**config.mk**
```make
export PLATFORM = sky130hd
export DESIGN_NAME = inst_queue
export DESIGN_NICKNAME = d
export VERILOG_FILES = /design/src/rtl/inst_queue_pkg.sv /design/src/rtl/inst_queue_ram.sv /design/src/rtl/inst_queue.sv
export SDC_FILE = /design/constraint.sdc
export NUM_CORES = 2
export LEC_CHECK = 0
export CORE_MARGIN = 2
export CORE_UTILIZATION = 52
export CTS_BUF_LIST = sky130_fd_sc_hd__clkbuf_8 sky130_fd_sc_hd__clkbuf_16
export CTS_CLUSTER_DIAMETER = 200
export DETAILED_ROUTE_END_ITERATION = 10
export HOLD_SLACK_MARGIN = 0.06
export PLACE_DENSITY = 0.72
export REMOVE_ABC_BUFFERS = 1
export SKIP_CTS_REPAIR_TIMING = 1
export SYNTH_ARGS = -nofsm -noshare
export SYNTH_HDL_FRONTEND = slang
export SYNTH_HIERARCHICAL = 1
export SYNTH_SLANG_ARGS = --single-unit
```
**constraint.sdc**
```tcl
create_clock -name i_clk -period 11.6 [get_ports i_clk]
set_clock_uncertainty 0.15 [all_clocks]
set_input_delay 1.16 -clock i_clk [delete_from_list [all_inputs] [get_ports i_clk]]
set_output_delay 1.16 -clock i_clk [all_outputs]
set_load 0.02 [all_outputs]
```
**src/rtl/inst_queue_pkg.sv**
```systemverilog
// rtl/inst_queue_pkg.sv - shared sizing constants for the fetch-to-decode instruction queue
//
// Purpose: default queue geometry and the width of one stored entry.
// Contents:
//   IQ_DEPTH       default number of queue entries (power of 2, >= 4)
//   IQ_ADDRW       log2(IQ_DEPTH)
//   GSH_BHR_WIDTH  branch history snapshot width
//   entry_width()  packed entry width {inst, pc, pred, predpc, bhr}
package inst_queue_pkg;

  localparam int IQ_DEPTH      = 8;
  localparam int IQ_ADDRW      = 3;
  localparam int GSH_BHR_WIDTH = 10;

  function automatic int entry_width(input int bhr_w);
    return 32 + 32 + 1 + 32 + bhr_w;
  endfunction

endpackage

```
**src/rtl/inst_queue_ram.sv**
```systemverilog
// rtl/inst_queue_ram.sv - instruction queue entry storage, 2 write / 2 async read ports
//
// Purpose: DEPTH x WIDTH register array holding queue entries. No reset on contents.
// Ports:
//   clk                    clock
//   we0/waddr0/wdata0      write port 0 (entry at tail)
//   we1/waddr1/wdata1      write port 1 (entry at tail+1)
//   raddr0/rdata0          async read port 0 (head)
//   raddr1/rdata1          async read port 1 (head+1)
module iq_entry_ram #(
  parameter int DEPTH = 8,
  parameter int ADDRW = 3,
  parameter int WIDTH = 107
) (
  input  logic             clk,
  input  logic             we0,
  input  logic [ADDRW-1:0] waddr0,
  input  logic [WIDTH-1:0] wdata0,
  input  logic             we1,
  input  logic [ADDRW-1:0] waddr1,
  input  logic [WIDTH-1:0] wdata1,
  input  logic [ADDRW-1:0] raddr0,
  output logic [WIDTH-1:0] rdata0,
  input  logic [ADDRW-1:0] raddr1,
  output logic [WIDTH-1:0] rdata1
);

  logic [WIDTH-1:0] mem [DEPTH];

  // The two write addresses are always tail and tail+1, so they never collide.
  always_ff @(posedge clk) begin
    if (we0) mem[waddr0] <= wdata0;
    if (we1) mem[waddr1] <= wdata1;
  end

  assign rdata0 = mem[raddr0];
  assign rdata1 = mem[raddr1];

endmodule

```
**src/rtl/inst_queue.sv**
```systemverilog
// rtl/inst_queue.sv - fetch-to-decode instruction queue (2-in / 2-out circular FIFO)
//
// Purpose: buffers fetch groups of 1-2 instructions and presents up to two
// entries per cycle to decode in program order; flush drops everything.
// Ports:
//   i_clk, i_resetn                 clock, async active-low reset
//   flush                           branch mispredict, clears the queue
//   if_valid, if_pc, if_inst1/2,    incoming fetch group
//   if_invalid2, if_predict_cond,
//   if_predict_pc, if_bhr
//   if_stall                        queue cannot take a group this cycle
//   id_ready                        decode consumes all presented entries
//   id_valid1/2, id_inst1/2,        head and head+1 entries to decode
//   id_pc1/2, id_pred1/2,
//   id_predpc1/2, id_bhr1/2
module inst_queue
  import inst_queue_pkg::*;
#(
  parameter int DEPTH = IQ_DEPTH,
  parameter int ADDRW = IQ_ADDRW,
  parameter int BHR_W = GSH_BHR_WIDTH
) (
  input  logic             i_clk,
  input  logic             i_resetn,
  input  logic             flush,
  input  logic             if_valid,
  input  logic [31:0]      if_pc,
  input  logic [31:0]      if_inst1,
  input  logic [31:0]      if_inst2,
  input  logic             if_invalid2,
  input  logic             if_predict_cond,
  input  logic [31:0]      if_predict_pc,
  input  logic [BHR_W-1:0] if_bhr,
  output logic             if_stall,
  input  logic             id_ready,
  output logic             id_valid1,
  output logic             id_valid2,
  output logic [31:0]      id_inst1,
  output logic [31:0]      id_inst2,
  output logic [31:0]      id_pc1,
  output logic [31:0]      id_pc2,
  output logic             id_pred1,
  output logic             id_pred2,
  output logic [31:0]      id_predpc1,
  output logic [31:0]      id_predpc2,
  output logic [BHR_W-1:0] id_bhr1,
  output logic [BHR_W-1:0] id_bhr2
);

  localparam int ENTRY_W = entry_width(BHR_W);
  localparam logic [ADDRW:0] STALL_AT = (ADDRW+1)'(DEPTH - 2);
  localparam logic [ADDRW:0] CNT_TWO  = (ADDRW+1)'(2);
  localparam logic [ADDRW:0] CNT_MAX  = (ADDRW+1)'(DEPTH);

  logic [ADDRW-1:0]   head;
  logic [ADDRW-1:0]   tail;
  logic [ADDRW:0]     count;

  logic               push;
  logic [1:0]         push_n;
  logic [1:0]         pop_n;
  logic [31:0]        pred_pc_eff;
  logic [ENTRY_W-1:0] wdata0;
  logic [ENTRY_W-1:0] wdata1;
  logic [ENTRY_W-1:0] rdata0;
  logic [ENTRY_W-1:0] rdata1;

  // Stall looks only at the registered count, so a pop in the same cycle
  // never lets a group in; worst case a full pair must fit next cycle.
  assign if_stall  = (count > STALL_AT);
  assign id_valid1 = (count != '0);
  assign id_valid2 = (count >= CNT_TWO);

  assign push   = if_valid & ~if_stall & ~flush;
  assign push_n = push ? (if_invalid2 ? 2'd1 : 2'd2) : 2'd0;
  assign pop_n  = (id_ready & ~flush) ? ({1'b0, id_valid1} + {1'b0, id_valid2}) : 2'd0;

  // The prediction belongs to the last instruction of the group; the
  // stored target is zero whenever the entry is not predicted taken.
  assign pred_pc_eff = if_predict_cond ? if_predict_pc : 32'd0;

  always_comb begin
    wdata0 = '0;
    wdata1 = '0;
    if (if_invalid2) begin
      wdata0 = {if_inst1, if_pc, if_predict_cond, pred_pc_eff, if_bhr};
    end else begin
      wdata0 = {if_inst1, if_pc, 1'b0, 32'd0, if_bhr};
      wdata1 = {if_inst2, if_pc + 32'd4, if_predict_cond, pred_pc_eff, if_bhr};
    end
  end

  iq_entry_ram #(
    .DEPTH (DEPTH),
    .ADDRW (ADDRW),
    .WIDTH (ENTRY_W)
  ) u_ram (
    .clk    (i_clk),
    .we0    (push),
    .waddr0 (tail),
    .wdata0 (wdata0),
    .we1    (push & ~if_invalid2),
    .waddr1 (tail + ADDRW'(1)),
    .wdata1 (wdata1),
    .raddr0 (head),
    .rdata0 (rdata0),
    .raddr1 (head + ADDRW'(1)),
    .rdata1 (rdata1)
  );

  // Invalid slots present all-zero data so decode never sees stale storage.
  always_comb begin
    {id_inst1, id_pc1, id_pred1, id_predpc1, id_bhr1} = id_valid1 ? rdata0 : '0;
    {id_inst2, id_pc2, id_pred2, id_predpc2, id_bhr2} = id_valid2 ? rdata1 : '0;
  end

  always_ff @(posedge i_clk or negedge i_resetn) begin
    if (!i_resetn) begin
      head  <= '0;
      tail  <= '0;
      count <= '0;
    end else if (flush) begin
      head  <= '0;
      tail  <= '0;
      count <= '0;
    end else begin
      head  <= head + ADDRW'(pop_n);
      tail  <= tail + ADDRW'(push_n);
      count <= count + (ADDRW+1)'(push_n) - (ADDRW+1)'(pop_n);
    end
  end

  count_in_range: assert property (@(posedge i_clk) disable iff (!i_resetn) count <= CNT_MAX);

endmodule

```
* After elaboration in Yosys (flattened, before gate mapping)
Memory sizes are Yosys's and may differ from the RTL's. Cells that the tools add are included.
Storage, ports and cells: register bits after elaboration 10, bits in latches 0, memory bits (writable) 856, bits in read-only memories 0, word-level logic and storage cells 37, memories kept 1
Memories:
- u_ram.mem | words 8, width 107, read ports 2, clocked after memory_dff 0, write ports 2, RTL line inst_queue_ram.sv:28 | logic [WIDTH-1:0] mem [DEPTH];
Operators by class: add/sub/neg operators 8, multipliers 0, div/mod/pow operators 0, magnitude comparators 2, equality and inequality tests 0, shift operators 0, mux-type cells 15, bitwise operators 7, reduce and logical (&&, ||, !) cells 1
Operators with widths (number):
- $mux W107 | 3
- $mux W43 | 1
- $add A32 B3 Y32 const B | 1
- $mux W32 | 1
- $add A3 B1 Y3 const B | 2
- $add A3 B2 Y3 | 2
- $mux W2 | 3
- $mux W3 | 2
- $add A4 B2 Y4 | 1
- $and A1 B1 Y1 | 4
- $ge A4 B2 Y1 const B | 1
- $gt A4 B3 Y1 const B | 1
- $mux W1 | 4
- $mux W4 | 1
- $reduce_bool A4 Y1 | 1
- $sub A4 B2 Y4 | 1
- $not A1 Y1 | 3
- $add A1 B1 Y2 | 1

* Logic depth before layout (Yosys ltp)
depth in word-level cells 8, gate-level depth with buffers 16, gate-level depth less buffers 14

* By module
The synthesis kept the hierarchy.
Modules (own cells, without submodules):
- iq_entry_ram | instances 1, cells each 2591, area each 48624.1 um^2
- inst_queue | instances 1, cells each 564, area each 3734.8 um^2

* Worst setup path after synthesis
OpenSTA, ideal clock, no wires.
path kind in2reg, from in if_valid, to mem u_ram.mem[0][0] (enable), data arrival time 9.646 ns, data required time 10.719 ns, path slack 1.073 ns, cell stages on the path 3, buffers on the path 0, cell sequence nor3b_1 nand2b_1 o31ai_1
RTL lines:
- start: declaration | RTL line inst_queue.sv:26 | input logic if_valid,
- end: declaration | RTL line inst_queue_ram.sv:28

* Final worst setup path
from reg head[1], to out id_pc2[24]
Between the ends: longest elaborated chain between the ends 3
RTL lines:
- start: declaration | RTL line inst_queue.sv:55 | logic [ADDRW-1:0] head;
- start signal: assignment | RTL line inst_queue.sv:127 | head <= head + ADDRW'(pop_n);
- $add A3 B1 Y3 | RTL line inst_queue.sv:107 | .raddr1 (head + ADDRW'(1)),
- $mem_v2 Z8 W107
- via rdata1[67] | RTL line inst_queue.sv:66 | logic [ENTRY_W-1:0] rdata1;
- $mux W107 | RTL line inst_queue.sv:114 | {id_inst2, id_pc2, id_pred2, id_predpc2, id_bhr2} = id_valid2 ? rdata1 : '0;
- end: declaration | RTL line inst_queue.sv:41 | output logic [31:0] id_pc2,
The timed path passes the listed nets, and every way through them passes these cells.

==> impl_metrics.env <==
export IMPL_seqPwrFrac_pct=30.8
export IMPL_internal_power_mw=7.860
export IMPL_avgSynthCellArea_um2=16.60
export IMPL_die_y_um=321.3
export IMPL_ir_worst_vdd_v=0.0001691
export IMPL_fin_crit_sh_pct=57.39
export IMPL_syn_inst=3155
export IMPL_slew_violations=0
export IMPL_core_area_um2=100000
export IMPL_numCtsBuffers=96
export IMPL_antenna_found_initial=9
export IMPL_path_class="flip-flop to output pin"
export IMPL_synth_distinct_cells=51
export IMPL_cp_arrival_ns=5.35
export IMPL_grt_max_degree=129
export IMPL_dp_hpwl_um=83060
export IMPL_netlist_area_um2=52360
export IMPL_cp_top_family="buffers and inverters"
export IMPL_slowest_stage="buf_4"
export IMPL_p_sw_mw=3.969
export IMPL_drc=0
export IMPL_p_leak_nw=19.84
export IMPL_place_congestion=0.7839
export IMPL_critPathRequiredTime_ns=10.29
export IMPL_p_per_area_nw_per_um2=196.3
export IMPL_viasPerCell=6.759
export IMPL_start_util_pct=52.36
export IMPL_end_kind="output pin"
export IMPL_synth_edf_count=856
export IMPL_yosysSeqAreaShare_pct=49.57
export IMPL_final_area_um2=60260
export IMPL_path_cells="ha_4 > xor2_4 > buf_4 > buf_4 > mux4_2 > mux2_2 > and2_1 > clkdlybuf4s50_1"
export IMPL_wl_um=155300
export IMPL_drtPass1Iterations=5
export IMPL_status="finished clean"
export IMPL_synth_async_reset_ratio_pct=1.155
export IMPL_cap_violations=0
export IMPL_crit_top_cell="buf_4"
export IMPL_io_buffers=361
export IMPL_combPwrFrac_pct=43.2
export IMPL_rows=116
export IMPL_io_pins=362
export IMPL_dieWidth_um=321.3
export IMPL_vias=32337
export IMPL_cp_buffers_inverters=3
export IMPL_final_util_pct=60.26
export IMPL_post_place_ws_ns=5.469
export IMPL_yosys_most_used_dff="edfxtp_1"
export IMPL_tightest_slew_ns=1.178
export IMPL_dieArea_um2=103200
export IMPL_grt_setup_unrepaired="no"
export IMPL_synthToLayoutAreaGrowth_pct=15.10
export IMPL_cts_tree="built"
export IMPL_yosys_warnings=6
export IMPL_clock_sinks=866
export IMPL_hold_viol_final=0
export IMPL_clk_latency_ns=0.66
export IMPL_start_kind="flip-flop"
export IMPL_grt_pass1_vias=34270
export IMPL_period_needed_ns=6.658
export IMPL_root_buffer="clkbuf_16"
export IMPL_clockBufferDepth=3
export IMPL_slowest_delay_ns=0.89
export IMPL_power_mw=11.83
export IMPL_fmax_mhz=150.2
export IMPL_fillers=7335
export IMPL_crit_fanout=56
export IMPL_setup_ws_ns=4.942
export IMPL_grt_first_pass_wirelength_um=226900
export IMPL_detail_route_antenna_nets=0
export IMPL_switching_share_pct=33.55
export IMPL_synth_seq_cells=866
export IMPL_clk_pin_slew_ns=0.05
export IMPL_routedWlPerCell_um=32.45
export IMPL_setup_viol=0
export IMPL_drive_gt1_share_pct=49.28
export IMPL_nets=3564
export IMPL_max_slew_margin_pct=21.44
export IMPL_dpl_cell_area_um2=57100
export IMPL_min_path_type="flip-flop to flip-flop"
export IMPL_drtIter0Drc=3576
export IMPL_track_usage_pct=30.04
export IMPL_htree_levels=3
export IMPL_clkPwrFrac_pct=25.9
export IMPL_grt_overflow=0
[through the flow]
stage               cells  hold slack, ns  TNS (ns)
global route         4781          0.5953         0
global placement     4603          0.4827         0
detailed placement   4603          0.5244         0
CTS                  4780          0.5360         0
finish               4784          0.5464         0
floorplan            2894          0.4457  -4203.54
[cell families after synthesis]
group	Yosys count	share of synthesized area, %
flip-flops	866	49.57
adder cells (fa/ha/maj)	16	0.4397
AND/OR/NAND/NOR	434	5.193
AO/OA/AOI/OAI	46	0.5114
XOR/XNOR	16	0.2676
buffers and inverters	278	2.437
multiplexers	1499	41.58
[sequential cells by signal, summed over array words and instances, names as in the netlist]
register / cells
tail: 3
count: 4
u_ram/mem: 856
head: 3
[power by group through the flow]
stage          Clock [mW]  Combinational (mW)  Sequential, mW
2_1_floorplan           0                3.31            3.85
3_3_place_gp            0                5.09            3.70
3_5_place_dp            0                5.11            3.71
4_1_cts              3.11                5.14            3.65
5_1_grt              3.23                5.37            3.66
6_report             3.07                5.11            3.65
[cells in the final DEF (no fill, tap or decap), types with 4 or more instances in the layout]
cell / n
fa_1: 4
ha_1: 11
or4_1: 9
clkbuf_16: 101
o31ai_1: 8
xnor2_1: 5
o21ai_0: 9
inv_1: 38
edfxtp_1: 856
nand4b_1: 4
dfrtp_1: 7
clkinv_2: 18
nand4_1: 9
nand2b_1: 4
and2_1: 248
o21ai_4: 4
buf_4: 39
mux2_2: 1052
nor2_1: 19
a21oi_1: 19
mux2_4: 19
mux4_2: 428
xor2_1: 10
bufinv_16: 11
or3_1: 6
nand2_1: 14
buf_12: 12
clkdlybuf4s50_1: 360
diode_2: 4
clkinv_1: 21
nand3_1: 8
and3_1: 37
nor2b_1: 50
[layout make-up]
class | count | area (µm²) | area share (%)
diodes | 4 | 10.01 | 0.01661
clock buffers | 101 | 2527 | 4.194
clock inverters | 76 | 625.6 | 1.038
inverters | 17 | 71.32 | 0.1183
multi-input cells | 2011 | 25300 | 41.99
flip-flops and latches | 866 | 25970 | 43.09
well taps | 1298 | 1624 | 2.695
repair buffers | 411 | 4136 | 6.864
[worst reg2reg max path, delay by kind of cell (launching register included)]
family,cells,cell delay [ns]
AOI/OAI and AO/OA,1,0.17
adders and majority gates,1,0.18
buffers and inverters,4,1.99
DFF,1,0.35
muxes,1,0.35
and+or+nand+nor,4,1.64
[worst paths after layout]
path / from / to / slack, ns / cells after the start
max: head[1]$_DFF_PN0_ / id_pc2[24] / 4.94 / 8
min: count[0]$_DFF_PN0_ / count[0]$_DFF_PN0_ / 0.55 / 2
max reg2reg: count[3]$_DFF_PN0_ / u_ram/mem[0][88]$_DFFE_PP_ / 6.32 / 11
min reg2reg: count[0]$_DFF_PN0_ / count[0]$_DFF_PN0_ / 0.55 / 2
max in group asynchronous: i_resetn / head[1]$_DFF_PN0_ / 10.25 / 1
min in group asynchronous: i_resetn / tail[0]$_DFF_PN0_ / 0.68 / 1
[Yosys cell counts, drive strengths merged (2+ instances only)]
cell type,count,share of area (%)
buf,146,1.5
nand3,11,0.15
fa,4,0.15
o21ai,13,0.12
nand2,16,0.12
nand4,10,0.15
mux2,1071,23
ha,12,0.29
xnor2,5,0.084
edfxtp,856,49
and3,40,0.49
mux4,428,18
and4,3,0.055
and2,249,3.0
nor4bb,3,0.057
nand2b,4,0.048
dfrtp,10,0.48
or4,9,0.13
o31ai,9,0.13
or3,8,0.10
xor2,11,0.18
inv,17,0.12
a21oi,19,0.18
nor2b,51,0.61
nor2,19,0.14
o21bai,2,0.029
nand4b,4,0.067
clkbuf,115,0.84
[metal layers]
| layer | wire [µm] | global-route usage, % | vias up |
|---|---|---|---|
| met5 | 66 | 0 | - |
| met4 | 4073 | 9.190 | 10 |
| met3 | 11730 | 4.193 | 245 |
| met2 | 78170 | 51.38 | 1540 |
| met1 | 61230 | 39.99 | 17203 |
| li1 | - | - | 13339 |
Power figures use the tool's default switching activity.
